File: src/rtl/team_06_delay_line_ctrl.sv
// team_06_delay_line_ctrl
// Per-sample sequencer for the echo/reverb datapath and its delay-line SRAM.
// On each sample_tick it reads the delayed sample at (wr_ptr - offset) and
// presents it as past_output. It then writes save_audio back at wr_ptr and
// advances the pointer.
//
// Optional build macro: TEAM_06_DLY_TIMEOUT_EN
//   When defined, a watchdog abandons a request that is not acked within
//   TIMEOUT_CYC cycles, and the sticky mem_timeout port is present.
//
// Ports:
//   clk, rst          clock; asynchronous active-low reset
//   sample_tick       one-cycle pulse per audio sample
//   echo_en/reverb_en mode requests (both or neither -> bypass)
//   cfg_wr/cfg_sel/cfg_ofs  offset register write (sel 0 = echo, 1 = reverb)
//   save_audio        sample from the datapath to store
//   mem_req/mem_we/mem_addr/mem_wdata/mem_ack/mem_rdata  SRAM handshake
//   past_output       delayed sample (registered)
//   offset            active offset latched for the current sample
//   sample_valid      one-cycle pulse while in PROC
//   busy              high in any state other than IDLE
//   overrun           sticky; a tick arrived while busy
//   mem_timeout       (optional) sticky; a request was abandoned
module team_06_delay_line_ctrl #(
  parameter int unsigned          ADDR_W      = 13,
  parameter int unsigned          DATA_W      = 8,
  parameter logic [ADDR_W-1:0]    ECHO_OFS    = 13'd4000,
  parameter logic [ADDR_W-1:0]    REVERB_OFS  = 13'd800,
  parameter int unsigned          TIMEOUT_CYC = 64
) (
  input  logic              clk,
  input  logic              rst,
  input  logic              sample_tick,
  input  logic              echo_en,
  input  logic              reverb_en,
  input  logic              cfg_wr,
  input  logic              cfg_sel,
  input  logic [ADDR_W-1:0] cfg_ofs,
  input  logic [DATA_W-1:0] save_audio,
  output logic              mem_req,
  output logic              mem_we,
  output logic [ADDR_W-1:0] mem_addr,
  output logic [DATA_W-1:0] mem_wdata,
  input  logic              mem_ack,
  input  logic [DATA_W-1:0] mem_rdata,
  output logic [DATA_W-1:0] past_output,
  output logic [ADDR_W-1:0] offset,
  output logic              sample_valid,
  output logic              busy,
`ifdef TEAM_06_DLY_TIMEOUT_EN
  output logic              mem_timeout,
`endif
  output logic              overrun
);

  typedef enum logic [1:0] {
    ST_IDLE,
    ST_RD,
    ST_PROC,
    ST_WR
  } state_e;

  typedef enum logic [1:0] {
    MODE_BYPASS,
    MODE_ECHO,
    MODE_REVERB
  } mode_e;

  state_e            state_q, state_d;
  mode_e             mode_sel;
  logic [ADDR_W-1:0] wr_ptr;
  logic [ADDR_W-1:0] fill_cnt;
  logic [ADDR_W-1:0] echo_ofs_q;
  logic [ADDR_W-1:0] rev_ofs_q;
  logic [ADDR_W-1:0] ofs_q;
  logic [ADDR_W-1:0] sel_ofs;
  logic [DATA_W-1:0] past_q;
  logic [DATA_W-1:0] wdata_q;
  logic              overrun_q;
  logic              skip_rd;
  logic              wd_expire;

  // Mode and read-skip decision, evaluated against the live registers so the
  // value latched at the tick is what governs the whole sample.
  always_comb begin
    mode_sel = MODE_BYPASS;
    sel_ofs  = '0;
    if (echo_en && !reverb_en) begin
      mode_sel = MODE_ECHO;
      sel_ofs  = echo_ofs_q;
    end else if (reverb_en && !echo_en) begin
      mode_sel = MODE_REVERB;
      sel_ofs  = rev_ofs_q;
    end
    skip_rd = (mode_sel == MODE_BYPASS) || (sel_ofs == '0) || (fill_cnt < sel_ofs);
  end

`ifdef TEAM_06_DLY_TIMEOUT_EN
  localparam int unsigned WD_W = (TIMEOUT_CYC > 2) ? $clog2(TIMEOUT_CYC) : 1;

  logic [WD_W-1:0] wd_cnt;
  logic            timeout_q;

  // Counter restarts on every state change, so it measures time spent in
  // the current RD or WR request only.
  assign wd_expire = ((state_q == ST_RD) || (state_q == ST_WR)) && !mem_ack &&
                     (wd_cnt == WD_W'(TIMEOUT_CYC - 1));

  always_ff @(posedge clk or negedge rst) begin
    if (!rst) begin
      wd_cnt    <= '0;
      timeout_q <= 1'b0;
    end else begin
      if (state_d != state_q) begin
        wd_cnt <= '0;
      end else if ((state_q == ST_RD) || (state_q == ST_WR)) begin
        wd_cnt <= wd_cnt + 1'b1;
      end
      if (wd_expire) begin
        timeout_q <= 1'b1;
      end
    end
  end

  assign mem_timeout = timeout_q;
`else
  assign wd_expire = 1'b0;
`endif

  always_comb begin
    state_d      = state_q;
    mem_req      = 1'b0;
    mem_we       = 1'b0;
    mem_addr     = '0;
    sample_valid = 1'b0;
    unique case (state_q)
      ST_IDLE: begin
        if (sample_tick) begin
          state_d = skip_rd ? ST_PROC : ST_RD;
        end
      end
      ST_RD: begin
        mem_req  = 1'b1;
        mem_addr = wr_ptr - ofs_q;
        if (mem_ack || wd_expire) begin
          state_d = ST_PROC;
        end
      end
      ST_PROC: begin
        sample_valid = 1'b1;
        state_d      = ST_WR;
      end
      ST_WR: begin
        mem_req  = 1'b1;
        mem_we   = 1'b1;
        mem_addr = wr_ptr;
        if (mem_ack || wd_expire) begin
          state_d = ST_IDLE;
        end
      end
      default: state_d = ST_IDLE;
    endcase
  end

  assign busy = (state_q != ST_IDLE);

  always_ff @(posedge clk or negedge rst) begin
    if (!rst) begin
      state_q    <= ST_IDLE;
      wr_ptr     <= '0;
      fill_cnt   <= '0;
      echo_ofs_q <= ECHO_OFS;
      rev_ofs_q  <= REVERB_OFS;
      ofs_q      <= '0;
      past_q     <= '0;
      wdata_q    <= '0;
      overrun_q  <= 1'b0;
    end else begin
      state_q <= state_d;

      if (cfg_wr) begin
        if (cfg_sel) begin
          rev_ofs_q <= cfg_ofs;
        end else begin
          echo_ofs_q <= cfg_ofs;
        end
      end

      // Any tick seen outside IDLE is lost, including one coincident with
      // the WR ack (state is still WR on that edge).
      if (sample_tick && busy) begin
        overrun_q <= 1'b1;
      end

      if ((state_q == ST_IDLE) && sample_tick) begin
        ofs_q <= sel_ofs;
        if (skip_rd) begin
          past_q <= '0;
        end
      end

      if (state_q == ST_RD) begin
        if (mem_ack) begin
          past_q <= mem_rdata;
        end else if (wd_expire) begin
          past_q <= '0;
        end
      end

      if (state_q == ST_PROC) begin
        wdata_q <= save_audio;
      end

      if ((state_q == ST_WR) && (mem_ack || wd_expire)) begin
        wr_ptr <= wr_ptr + 1'b1;
        if (fill_cnt != '1) begin
          fill_cnt <= fill_cnt + 1'b1;
        end
      end
    end
  end

  assign past_output = past_q;
  assign offset      = ofs_q;
  assign mem_wdata   = wdata_q;
  assign overrun     = overrun_q;

endmodule
File: config.mk
export PLATFORM = sky130hd
export DESIGN_NAME = team_06_delay_line_ctrl
export DESIGN_NICKNAME = d
export VERILOG_FILES = /design/src/rtl/team_06_delay_line_ctrl.sv
export SDC_FILE = /design/constraint.sdc
export NUM_CORES = 1
export LEC_CHECK = 0
export ABC_AREA = 1
export CORE_UTILIZATION = 50
export CTS_CLUSTER_SIZE = 40
export DETAILED_ROUTE_END_ITERATION = 7
export GPL_ROUTABILITY_DRIVEN = 1
export PLACE_DENSITY = 0.84
export SYNTH_ARGS = -nofsm -noshare
export SYNTH_HDL_FRONTEND = slang
export SYNTH_SLANG_ARGS = --single-unit
export TNS_END_PERCENT = 30
File: constraint.sdc
create_clock -name clk -period 2.5 [get_ports clk]
set_input_delay 0.375 -clock clk [delete_from_list [all_inputs] [get_ports clk]]
set_output_delay 0.375 -clock clk [all_outputs]
set_load 0.02 [all_outputs]
==> summary.txt, run 1 <==
Logic synthesis
  • Post-synth EDFFs: 0
  • Post-synth top area share: 37.8%
  • Cell count after synthesis: 641
  • Biggest area consumer among synthesized cells: dfrtp_1
  • Most used DFF post-synth: dfrtp_1
  • Mapped Area: 4970 um^2
  • Synth Area per Inst: 7.76 um^2
  • Yosys cell types: 44
  • Most area-consuming cells after synthesis: dfrtp_1, nand2_1, ha_1, inv_1, o21ai_0
  • Syn Nets: approximately 700
  • Synthesized flop and latch total: 84
  • Sequential area share after synthesis: between 40% and 50%
  • Warnings, synthesis: 0
  • Synth top cells by count: nand2_1, inv_1, dfrtp_1, o21ai_0, nor2_1
  • Post-synthesis async set-or-reset flop share: 100%
  • Most common cell in the netlist: nand2_1

Placed design
  • # placed instances: between 900 and 1,000
  • Post-Place Cell Area: 6320 um^2
  • DP HPWL: 9180 um
  • Post-place setup slack: -0.338 ns
  • RePlAce Congestion: 0.940
  • Port Buffers: 83

Layout
  • Fill cell count: 771
  • P&R area growth vs syn: 34.9%
  • Layout Nets: between 800 and 900
  • Layout cells sized above 1: 19.0%
  • Antenna cell count: 0
  • Non-filler instance count after layout: between 900 and 1,000
  • Design area: 6710 um^2

Timing
  • Setup TNS Final: -0.520 ns
  • Hold Fails Final Rpt: 0
  • Slew headroom: approximately 50%
  • Fmax: between 0.3 and 0.4 GHz
  • Pins Over Slew Limit: 0
  • Tcrit/Tclk final: 106%
  • Final setup margin: -0.139 ns
  • Endpoints failing setup: 6
  • RSZ-0062 raised after global routing: yes
  • Fin crit period: 2.64 ns
  • Slew @ Worst Pin: 0.747 ns
  • Final Skew: 0.0119 ns

Worst setup path
  • Crit path cell chain: inv_2 > ha_4 > inv_2 > fa_2 > nand2_2 > nand2_2 > o21ai_4 > buf_6 > buf_4 > xor2_1 > o21ai_1 > buf_4
  • Crit path arrival time: 2.26 ns
  • CP max-delay cell: dfrtp_1
  • Worst setup EP type: output port
  • CP Class: flip-flop to output port
  • CP Launch Type: flip-flop
  • Crit Path Max Fanout: 2
  • Req. time, crit path: 2.12 ns
  • Max incr delay on CP: roughly 0.40 ns

Detailed routing
  • Post-detailed-routing wire length: around 12,000 um
  • Vias/cell: ~5
  • DR vias: 4,591
  • WL/cell: 13.4 um
  • # DRC: 0
  • Initial DRC count: 281
  • Final ANT Viol Nets: 0
  • Initial DRT Pass Iterations: 5

Global routing
  • GRT Total Usage: 25.0%
  • Vias in the first global route: between 4,000 and 5,000
  • Largest net degree at the start of global routing: 46
  • Antenna violations before repair: 0
  • First-pass GRT wire length: 20,200 um
  • Grt ovf: 0

Hold path
  • Worst min path class: flip-flop to flip-flop

Die
  • Num rows: 36
  • Die width: 102 um
  • Initial Util: 51.3%
  • Die footprint: between 10,000 and 15,000 um^2
  • Chip height: just over 100 um
  • IO Count: 84
  • CORE AREA: 9680 um^2

Power and ir drop
  • Max VDD drop: 0.573 mV
  • Leak Pwr: 3.50 nW
  • Power per cell area: approximately 1100 nW/um^2

Outcome
  • Outcome: complete, but fails checks
  • Failing checks: negative setup slack

Clock network
  • H-tree depth: 3
  • TritonCTS clock tree: built
  • Number of CTS-inserted buffers: 9
  • CTS Sinks: 84
  • Clock Pin Slew Worst Setup and Hold Paths: ~0.09 ns
  • Root Buffer: clkbuf_8
  • Maximum root-to-sink buffer count: 2
  • Clock latency on the worst-skew pair: 0.36 ns

Run
  • Max-cap violation count: 0
-- worst paths after layout --
| path | start | endpoint | slack [ns] | cells past startpoint |
|---|---|---|---|---|
| hold / removal | overrun | overrun | 0.47 | 1 |
| min in group asynchronous | rst | overrun | 0.53 | 2 |
| max in group asynchronous | rst | past_output[0] | 1.37 | 3 |
| hold reg to reg | overrun | overrun | 0.47 | 1 |
| setup reg to reg | state_q[0] | wr_ptr[9] | 0.47 | 8 |
| setup / recovery | wr_ptr[0] | mem_addr[4] | -0.14 | 12 |
-- layout by cell type (no fill, tap or decap), types with 14 or more instances in the layout --
master           count
inv_1               90
nand2_1            207
buf_4               62
o21ai_0             48
xor2_1              20
dfrtp_1             75
nor2_1              39
ha_1                29
clkdlybuf4s50_1     69
nand2_2             14
nand3_1             15
-- critical path: cells and delay by family, from the launching register on --
kind	cells	cell delay, ns
buffers and inverters	5	0.53
adders and majority gates	2	0.50
DFF	1	0.40
AOI/OAI and AO/OA	2	0.17
and+or+nand+nor	2	0.15
xor gates and xnor gates	1	0.15
-- stage by stage --
stage          util, %  hold slack, ns  power, W
2_1_floorplan        -          0.0794   0.00418
3_3_place_gp      65.3           0.371   0.00577
3_5_place_dp      65.3           0.383   0.00594
4_1_cts           67.8           0.471   0.00705
5_1_grt           69.3           0.488   0.00800
6_report          69.3           0.475   0.00747
-- logic make-up (layout without fill, tap and decap cells) --
| kind of cell | count (synthesis) | count (layout) | synth area share [%] |
|---|---|---|---|
| DFF | 84 | 84 | 42.5 |
| muxes | 2 | 2 | 0.604 |
| and+or+nand+nor | 299 | 299 | 24.9 |
| xor gates and xnor gates | 24 | 24 | 4.38 |
| adders and majority gates | 34 | 34 | 8.71 |
| AOI/OAI and AO/OA | 88 | 88 | 9.89 |
| buffers and inverters | 110 | 257 | 8.96 |
-- registers in the layout, summed over array words and instances (netlist names) --
register / count
fill_cnt: 13
overrun: 1
offset: 13
past_output: 8
wr_ptr: 13
echo_ofs_q: 13
rev_ofs_q: 13
mem_wdata: 8
state_q: 2
-- per-layer routing --
metal	wire length, um	part of all wire (%)	GRT usage [%]	up-vias
met2	6160	50	42.9	130
met3	471	3.8	3.66	27
li1	-	-	-	2280
met1	5390	44	31.2	2154
met4	323	2.6	11.6	0
met5	0	0	0	-
-- report_power, final --
group	internal [W]	total, W	switching (W)
registers	0.00174	0.00201	0.000270
clock network	0.000645	0.00112	0.000479
logic	0.00192	0.00433	0.00241
-- repair_timing --
action	CTS	global route
pin swaps	2	8
endpoints found under the hold margin	9	0
hold buffers	1	0
buffers inserted	0	3
gates resized for setup	48	49
setup endpoints to repair	12	22
-- area by class of cell --
cell class | count | area (um^2) | share of cell area (%)
Multi-Input combinational cell | 447 | 2550 | 38.0
Sequential cell | 84 | 2110 | 31.5
Timing Repair Buffer | 143 | 1270 | 19.0
Inverter | 98 | 369 | 5.50
Clock buffer | 13 | 169 | 2.52
Tap cell | 133 | 166 | 2.48
Clock inverter | 3 | 67.6 | 1.01
No activity file was read; power rests on OpenSTA's default activity.
==> inputs of run 2 (changes only) <==
CORE_UTILIZATION = 45   (was 50)
PLACE_DENSITY = 0.77   (was 0.84)
==> run 2 against run 1 <==
  * The flow still finishes with violations (negative setup slack)
  * Sequential share of layout area increased by 0.15 points
  * Sequential cell count is the same
  * Critical path depth down 1
  * Total power down 1.3%
  * Via count shrank 2.6%
  * Non-clock buffer count is 1 higher
  * Final cell count up 0.87%
  * Largest cell class unchanged
  * Die area rose by 11%
  * First-iteration DRC count shrank 20%
  * Register-to-register slack gained 0.06 ns
  * Count of clock-buffer cells in the layout shrank 2
  * Critical path type unchanged
  * Core utilization down 7.4 points
  * Highest routed layer unchanged
==> summary.txt, run 2 (synthesis gave the netlist of run 1 again) <==
Outcome
  • Outcome: complete, but fails checks (unchanged)
  • Failing checks: negative setup slack (unchanged)

Detailed routing
  • Post-detailed-routing wire length: 11,900 um (was 12,400 um)
  • # DRC: 0 (unchanged)
  • Initial DRT Pass Iterations: 5 (unchanged)
  • WL/cell: 12.8 um (was 13.4 um)
  • Final ANT Viol Nets: 0 (unchanged)
  • DR vias: 4,471 (was 4,591)
  • Initial DRC count: 224 (was 281)
  • Vias/cell: 4.81 (was 4.98)

Worst setup path
  • Crit path cell chain: buf_4 > ha_1 > nand3_1 > nand2_2 > nand2_1 > nand2_2 > a21oi_1 > or2_2 > nand3_1 > nand2_1 > buf_2 (was inv_2 > ha_4 > inv_2 > fa_2 > nand2_2 > nand2_2 > o21ai_4 > buf_6 > buf_4 > xor2_1 > o21ai_1 > buf_4)
  • Flop2flop setup slack: 0.53 ns (was 0.47 ns)
  • Max incr delay on CP: 0.41 ns (was 0.40 ns)
  • CP Launch Type: flip-flop (unchanged)
  • Crit path arrival time: 2.18 ns (was 2.26 ns)
  • CP max-delay cell: dfrtp_1 (unchanged)
  • CP Class: flip-flop to output port (unchanged)
  • Crit Path Max Fanout: 4 (was 2)
  • Req. time, crit path: 2.12 ns (about the same)
  • Reg2reg start: state_q[0] (unchanged)
  • Reg-to-reg endpoint: wr_ptr[9] (unchanged)
  • R2R depth: 8 (unchanged)
  • Worst setup EP type: output port (unchanged)
  • CP top delay family: simple AND/OR/NAND/NOR gates (was buffers and inverters)
  • WP buf/inv: 2 (was 5)

Die
  • Num rows: 38 (was 36)
  • Initial Util: 46.1% (was 51.3%)
  • Die footprint: 11,500 um^2 (was 10,300 um^2)
  • IO Count: 84 (unchanged)
  • Chip height: 107 um (was 102 um)
  • Die width: 107 um (was 102 um)
  • CORE AREA: 10,800 um^2 (was 9680 um^2)

Run
  • Max-cap violation count: 0 (unchanged)

Layout
  • Non-filler instance count after layout: 929 (was 921)
  • Layout Nets: 855 (was 854)
  • Fill cell count: 915 (was 771)
  • Layout cells sized above 1: 18.4% (was 19.0%)
  • P&R area growth vs syn: 34.3% (was 34.9%)
  • Most frequent cells in the layout: nand2_1, inv_1, dfrtp_1 (unchanged)
  • Most common library cell in the layout ignoring fill and taps: nand2_1 (unchanged)
  • Antenna cell count: 0 (unchanged)
  • Design area: 6680 um^2 (was 6710 um^2)

Clock network
  • H-tree depth: 3 (unchanged)
  • Number of CTS-inserted buffers: 9 (unchanged)
  • TritonCTS clock tree: built (unchanged)
  • Clock latency on the worst-skew pair: 0.37 ns (was 0.36 ns)
  • Root Buffer: clkbuf_8 (unchanged)
  • Clock Pin Slew Worst Setup and Hold Paths: 0.08 ns (was 0.09 ns)
  • CTS Sinks: 84 (unchanged)
  • Maximum root-to-sink buffer count: 2 (unchanged)

Power and ir drop
  • Leak Pwr: 3.48 nW (was 3.50 nW)
  • Max VDD drop: 0.767 mV (was 0.573 mV)
  • Power per cell area: 1100 nW/um^2 (was 1110 nW/um^2)

Timing
  • Setup TNS Final: -0.113 ns (was -0.520 ns)
  • WHS: 0.179 ns (was 0.475 ns)
  • Pins Over Slew Limit: 0 (unchanged)
  • Tcrit/Tclk final: 102% (was 106%)
  • Final Skew: 0.00786 ns (was 0.0119 ns)
  • Endpoints failing setup: 4 (was 6)
  • Slew headroom: 32.4% (was 50.1%)
  • Fin crit period: 2.55 ns (was 2.64 ns)
  • Slew @ Worst Pin: 1.01 ns (was 0.747 ns)
  • Final setup margin: -0.0516 ns (was -0.139 ns)
  • Fmax: 0.392 GHz (was 0.379 GHz)
  • RSZ-0062 raised after global routing: yes (unchanged)
  • Hold Fails Final Rpt: 0 (unchanged)

Global routing
  • First-pass GRT wire length: 19,900 um (was 20,200 um)
  • Grt ovf: 0 (unchanged)
  • Largest net degree at the start of global routing: 83 (was 46)
  • Vias in the first global route: 4,321 (was 4,551)
  • GRT Total Usage: 22.2% (was 25.0%)
  • Antenna violations before repair: 0 (unchanged)

Placed design
  • Port Buffers: 83 (unchanged)
  • DP HPWL: 8960 um (was 9180 um)
  • Post-place setup slack: -0.338 ns (about the same)
  • Post-Place Cell Area: 6330 um^2 (was 6320 um^2)
  • # placed instances: 910 (was 901)
  • RePlAce Congestion: 0.894 (was 0.940)

Hold path
  • Worst min path class: input port to asynchronous set/reset pin (was flip-flop to flip-flop)
==> run 2: layer usage <==
layer	wire (um)	GRT usage (%)	part of all wire [%]	vias up
met5	0	0	0	-
met1	5460	29.1	46	2061
met4	309	11.0	2.6	0
met2	5720	36.7	48	104
met3	407	2.25	3.4	21
li1	-	-	-	2285
==> run 2: per-stage QoR <==
| step | total power (W) | utilization (%) |
|---|---|---|
| finish | 0.00737 | 61.8 |
| CTS | 0.00725 | 61.3 |
| floorplan | 0.00418 | - |
| global route | 0.00794 | 61.8 |
| detailed placement | 0.00597 | 58.7 |
| global placement | 0.00584 | 58.7 |
==> run 2: timing repair <==
action	4_1_cts	5_1_grt
endpoints found under the setup margin	12	22
gates resized for setup	61	26
hold buffers	0	0
buffers inserted	1	2
pin swaps	7	7
==> run 2: report_power, final <==
group	internal, W	total, W	switching (W)
clock	0.000661	0.00114	0.000477
sequential	0.00174	0.00201	0.000266
combinational	0.00191	0.00422	0.00231
==> run 2: how the worst max path moves through the flow <==
| stage | from | depth (start not counted) | end | slack, ns |
|---|---|---|---|---|
| 6_report | wr_ptr[1] | 11 | mem_addr[9] | -0.05 |
| 5_1_grt | offset[6] | 12 | mem_addr[10] | -0.18 |
| 4_1_cts | wr_ptr[0] | 11 | mem_addr[4] | -0.09 |
| 3_5_place_dp | echo_en | 17 | past_output[7] | -0.34 |
| 3_3_place_gp | wr_ptr[0] | 14 | mem_addr[12] | -0.22 |
| 2_1_floorplan | wr_ptr[0] | 11 | mem_addr[8] | 0.23 |
==> run 2: layout make-up <==
class | count | area, um^2 | area share [%]
timing repair buffer | 144 | 1260 | 18.9
inverter | 98 | 369 | 5.53
multi-input combinational | 447 | 2520 | 37.8
clock inverter | 5 | 100 | 1.50
sequential | 84 | 2110 | 31.7
tap | 140 | 175 | 2.62
clock buffer | 11 | 131 | 1.97
==> inputs of run 3 (changes only) <==
CORE_MARGIN = 2   (was default)
SETUP_SLACK_MARGIN = 0.1   (was default)
==> run 3 against run 2 <==
  * Sequential power hardly changed
  * Non-clock buffer count decreased by 3
  * The flow still finishes with violations (negative setup slack)
  * Combinational power barely moved
  * Via count rose by 1.8%
  * Sequential share of layout area grew 0.36 points
  * Largest cell class unchanged
  * Largest power group unchanged
  * Wire length rose by 1.4%
  * Total power is 3.3% lower
  * Maximum frequency hardly changed
  * Core utilization shrank 0.70 points
  * Clock skew increased by 0.0050 ns
  * Register-to-register slack gained 0.02 ns
==> summary.txt, run 3 (synthesis gave the netlist of run 1 again) <==
Outcome
  • Outcome: complete, but fails checks (unchanged)
  • Failing checks: negative setup slack (unchanged)

Timing
  • Fin crit period: 2.55 ns (about the same)
  • Tcrit/Tclk final: 102% (about the same)
  • Slew headroom: 32.4% (about the same)
  • RSZ-0062 raised after global routing: yes (unchanged)
  • Hold Fails Final Rpt: 0 (unchanged)
  • WHS: 0.179 ns (about the same)
  • Pins Over Slew Limit: 0 (unchanged)
  • Final setup margin: -0.0494 ns (was -0.0516 ns)
  • Slew @ Worst Pin: 1.01 ns (about the same)
  • Final Skew: 0.0129 ns (was 0.00786 ns)
  • Fmax: 0.392 GHz (about the same)
  • Endpoints failing setup: 3 (was 4)

Worst setup path
  • CP Launch Type: flip-flop (unchanged)
  • CP dominant cell by count: nand2_1
  • Worst setup EP type: output port (unchanged)
  • CP Class: flip-flop to output port (unchanged)
  • Crit Path Max Fanout: 4 (unchanged)
  • Max incr delay on CP: 0.35 ns (was 0.41 ns)
  • Req. time, crit path: 2.12 ns (about the same)
  • CP max-delay cell: dfrtp_1 (unchanged)
  • Crit path arrival time: 2.17 ns (was 2.18 ns)
  • CP Launch Point: offset[1] (was wr_ptr[1])
  • Flop2flop setup slack: 0.55 ns (was 0.53 ns)
  • Reg2reg start: echo_ofs_q[10] (was state_q[0])
  • R2R depth: 14 (was 8)
  • Crit path cell chain: inv_1 > buf_4 > ha_1 > nand3_1 > nand2_2 > nand2_1 > nand2_1 > a21oi_1 > or2_2 > nand3_1 > nand2_1 > buf_2 (was buf_4 > ha_1 > nand3_1 > nand2_2 > nand2_1 > nand2_2 > a21oi_1 > or2_2 > nand3_1 > nand2_1 > buf_2)
  • CP top delay family: simple AND/OR/NAND/NOR gates (unchanged)
  • Reg-to-reg endpoint: past_output[0] (was wr_ptr[9])
  • WP buf/inv: 3 (was 2)

Die
  • Chip height: 109 um (was 107 um)
  • Initial Util: 46.1% (unchanged)
  • IO Count: 84 (unchanged)
  • Die footprint: 11,900 um^2 (was 11,500 um^2)
  • CORE AREA: 10,800 um^2 (unchanged)
  • Num rows: 38 (unchanged)
  • Die width: 109 um (was 107 um)

Detailed routing
  • DR vias: 4,552 (was 4,471)
  • Final ANT Viol Nets: 0 (unchanged)
  • Initial DRC count: 324 (was 224)
  • Vias/cell: 4.92 (was 4.81)
  • WL/cell: 13.0 um (was 12.8 um)
  • Initial DRT Pass Iterations: 5 (unchanged)
  • # DRC: 0 (unchanged)
  • Post-detailed-routing wire length: 12,100 um (was 11,900 um)

Clock network
  • Hold_buf cts: 0 (unchanged)
  • TritonCTS clock tree: built (unchanged)
  • Root Buffer: clkbuf_8 (unchanged)
  • CTS Sinks: 84 (unchanged)
  • Number of CTS-inserted buffers: 9 (unchanged)
  • Clock Pin Slew Worst Setup and Hold Paths: 0.09 ns (was 0.08 ns)
  • Clock latency on the worst-skew pair: 0.36 ns (was 0.37 ns)
  • Maximum root-to-sink buffer count: 2 (unchanged)
  • H-tree depth: 3 (unchanged)

Global routing
  • Antenna violations before repair: 0 (unchanged)
  • Grt ovf: 0 (unchanged)
  • First-pass GRT wire length: 20,000 um (was 19,900 um)
  • Vias in the first global route: 4,487 (was 4,321)
  • Largest net degree at the start of global routing: 83 (unchanged)
  • GRT Total Usage: 21.3% (was 22.2%)

Layout
  • Layout cells sized above 1: 18.1% (was 18.4%)
  • Most common library cell in the layout ignoring fill and taps: nand2_1 (unchanged)
  • Most frequent cells in the layout: nand2_1, inv_1, dfrtp_1 (unchanged)
  • Design area: 6600 um^2 (was 6680 um^2)
  • Non-filler instance count after layout: 926 (was 929)
  • P&R area growth vs syn: 32.8% (was 34.3%)
  • Final core utilization: 61.2% (was 61.8%)
  • Antenna cell count: 0 (unchanged)
  • Reg area: 2110 um^2 (unchanged)
  • Area of the multi-input gates: 2510 um^2 (was 2520 um^2)
  • Layout Nets: 852 (was 855)
  • Fill cell count: 940 (was 915)

Placed design
  • DP HPWL: 9210 um (was 8960 um)
  • Post-Place Cell Area: 6330 um^2 (about the same)
  • RePlAce Congestion: 0.901 (was 0.894)
  • Post-place setup slack: -0.338 ns (about the same)
  • # placed instances: 908 (was 910)
  • Port Buffers: 83 (unchanged)

Power and ir drop
  • Power per cell area: 1080 nW/um^2 (was 1100 nW/um^2)
  • Register share of total power: 28.3% (was 27.3%)
  • Max VDD drop: 0.671 mV (was 0.767 mV)
  • Sw power: 0.00310 W (was 0.00305 W)
  • Switching part of the total power: 43.5% (was 41.4%)
  • P_int: 0.00403 W (was 0.00432 W)
  • Leak Pwr: 3.44 nW (was 3.48 nW)
  • Comb pwr share: 59.5% (was 57.3%)
  • Clock power frac: 12.2% (was 15.4%)

Hold path
  • Worst min path class: input port to asynchronous set/reset pin (unchanged)

Run
  • Max-cap violation count: 0 (unchanged)
[run 3: changes by cell type in the layout (fill, tap and decap cells not counted), sizes merged]
cell | before | now
clkbuf | 14 | 9
buf | 69 | 70
bufinv | 3 | 0
clkdlybuf4s50 | 69 | 68
clkinvlp | 0 | 4
inv | 96 | 97
[run 3: layout make-up]
cell class / count / area share [%]
sequential: 84 / 32.0
tap: 140 / 2.65
multi-input combinational: 447 / 38.1
inverter: 98 / 5.59
timing repair buffer: 141 / 19.0
clock inverter: 7 / 0.796
clock buffer: 9 / 1.88
[run 3: metal layers]
layer / share of wire, % / track usage, % / vias to the layer above
met1: 44 / 27.6 / 2145
met3: 4.4 / 2.27 / 21
li1: - / - / 2275
met5: 0 / 0 / -
met2: 49 / 36.4 / 111
met4: 2.4 / 8.88 / 0
[run 3: worst max-delay path by stage]
stage,endpoint,slack [ns],depth (start not counted)
after detailed placement,past_output[0],-0.34,17
after global routing,mem_addr[9],-0.17,12
after CTS,mem_addr[6],-0.09,13
after floorplan,mem_addr[8],0.23,11
final,mem_addr[9],-0.05,12
after global placement,mem_addr[12],-0.23,14
[run 3: power by group through the flow]
stage               logic, W  registers [W]  clock network, W
finish               0.00424        0.00202          0.000868
global route         0.00466        0.00207          0.000941
CTS                  0.00406        0.00201          0.000889
detailed placement   0.00396        0.00203                 0
global placement     0.00383        0.00201                 0
floorplan            0.00189        0.00228                 0
[run 3: stage by stage]
| stage | setup TNS [ns] | power [W] |
|---|---|---|
| after floorplan | 0 | 0.00418 |
| after global placement | -3.01 | 0.00584 |
| after detailed placement | -4.57 | 0.00599 |
| after CTS | -0.361 | 0.00696 |
| after global routing | -1.87 | 0.00767 |
| final | -0.0901 | 0.00713 |
[run 3: repair_timing]
action / CTS / global route
setup endpoints to repair: 22 / 23
setup buffers: 1 / 1
pin swaps: 8 / 4
resized for setup: 68 / 27
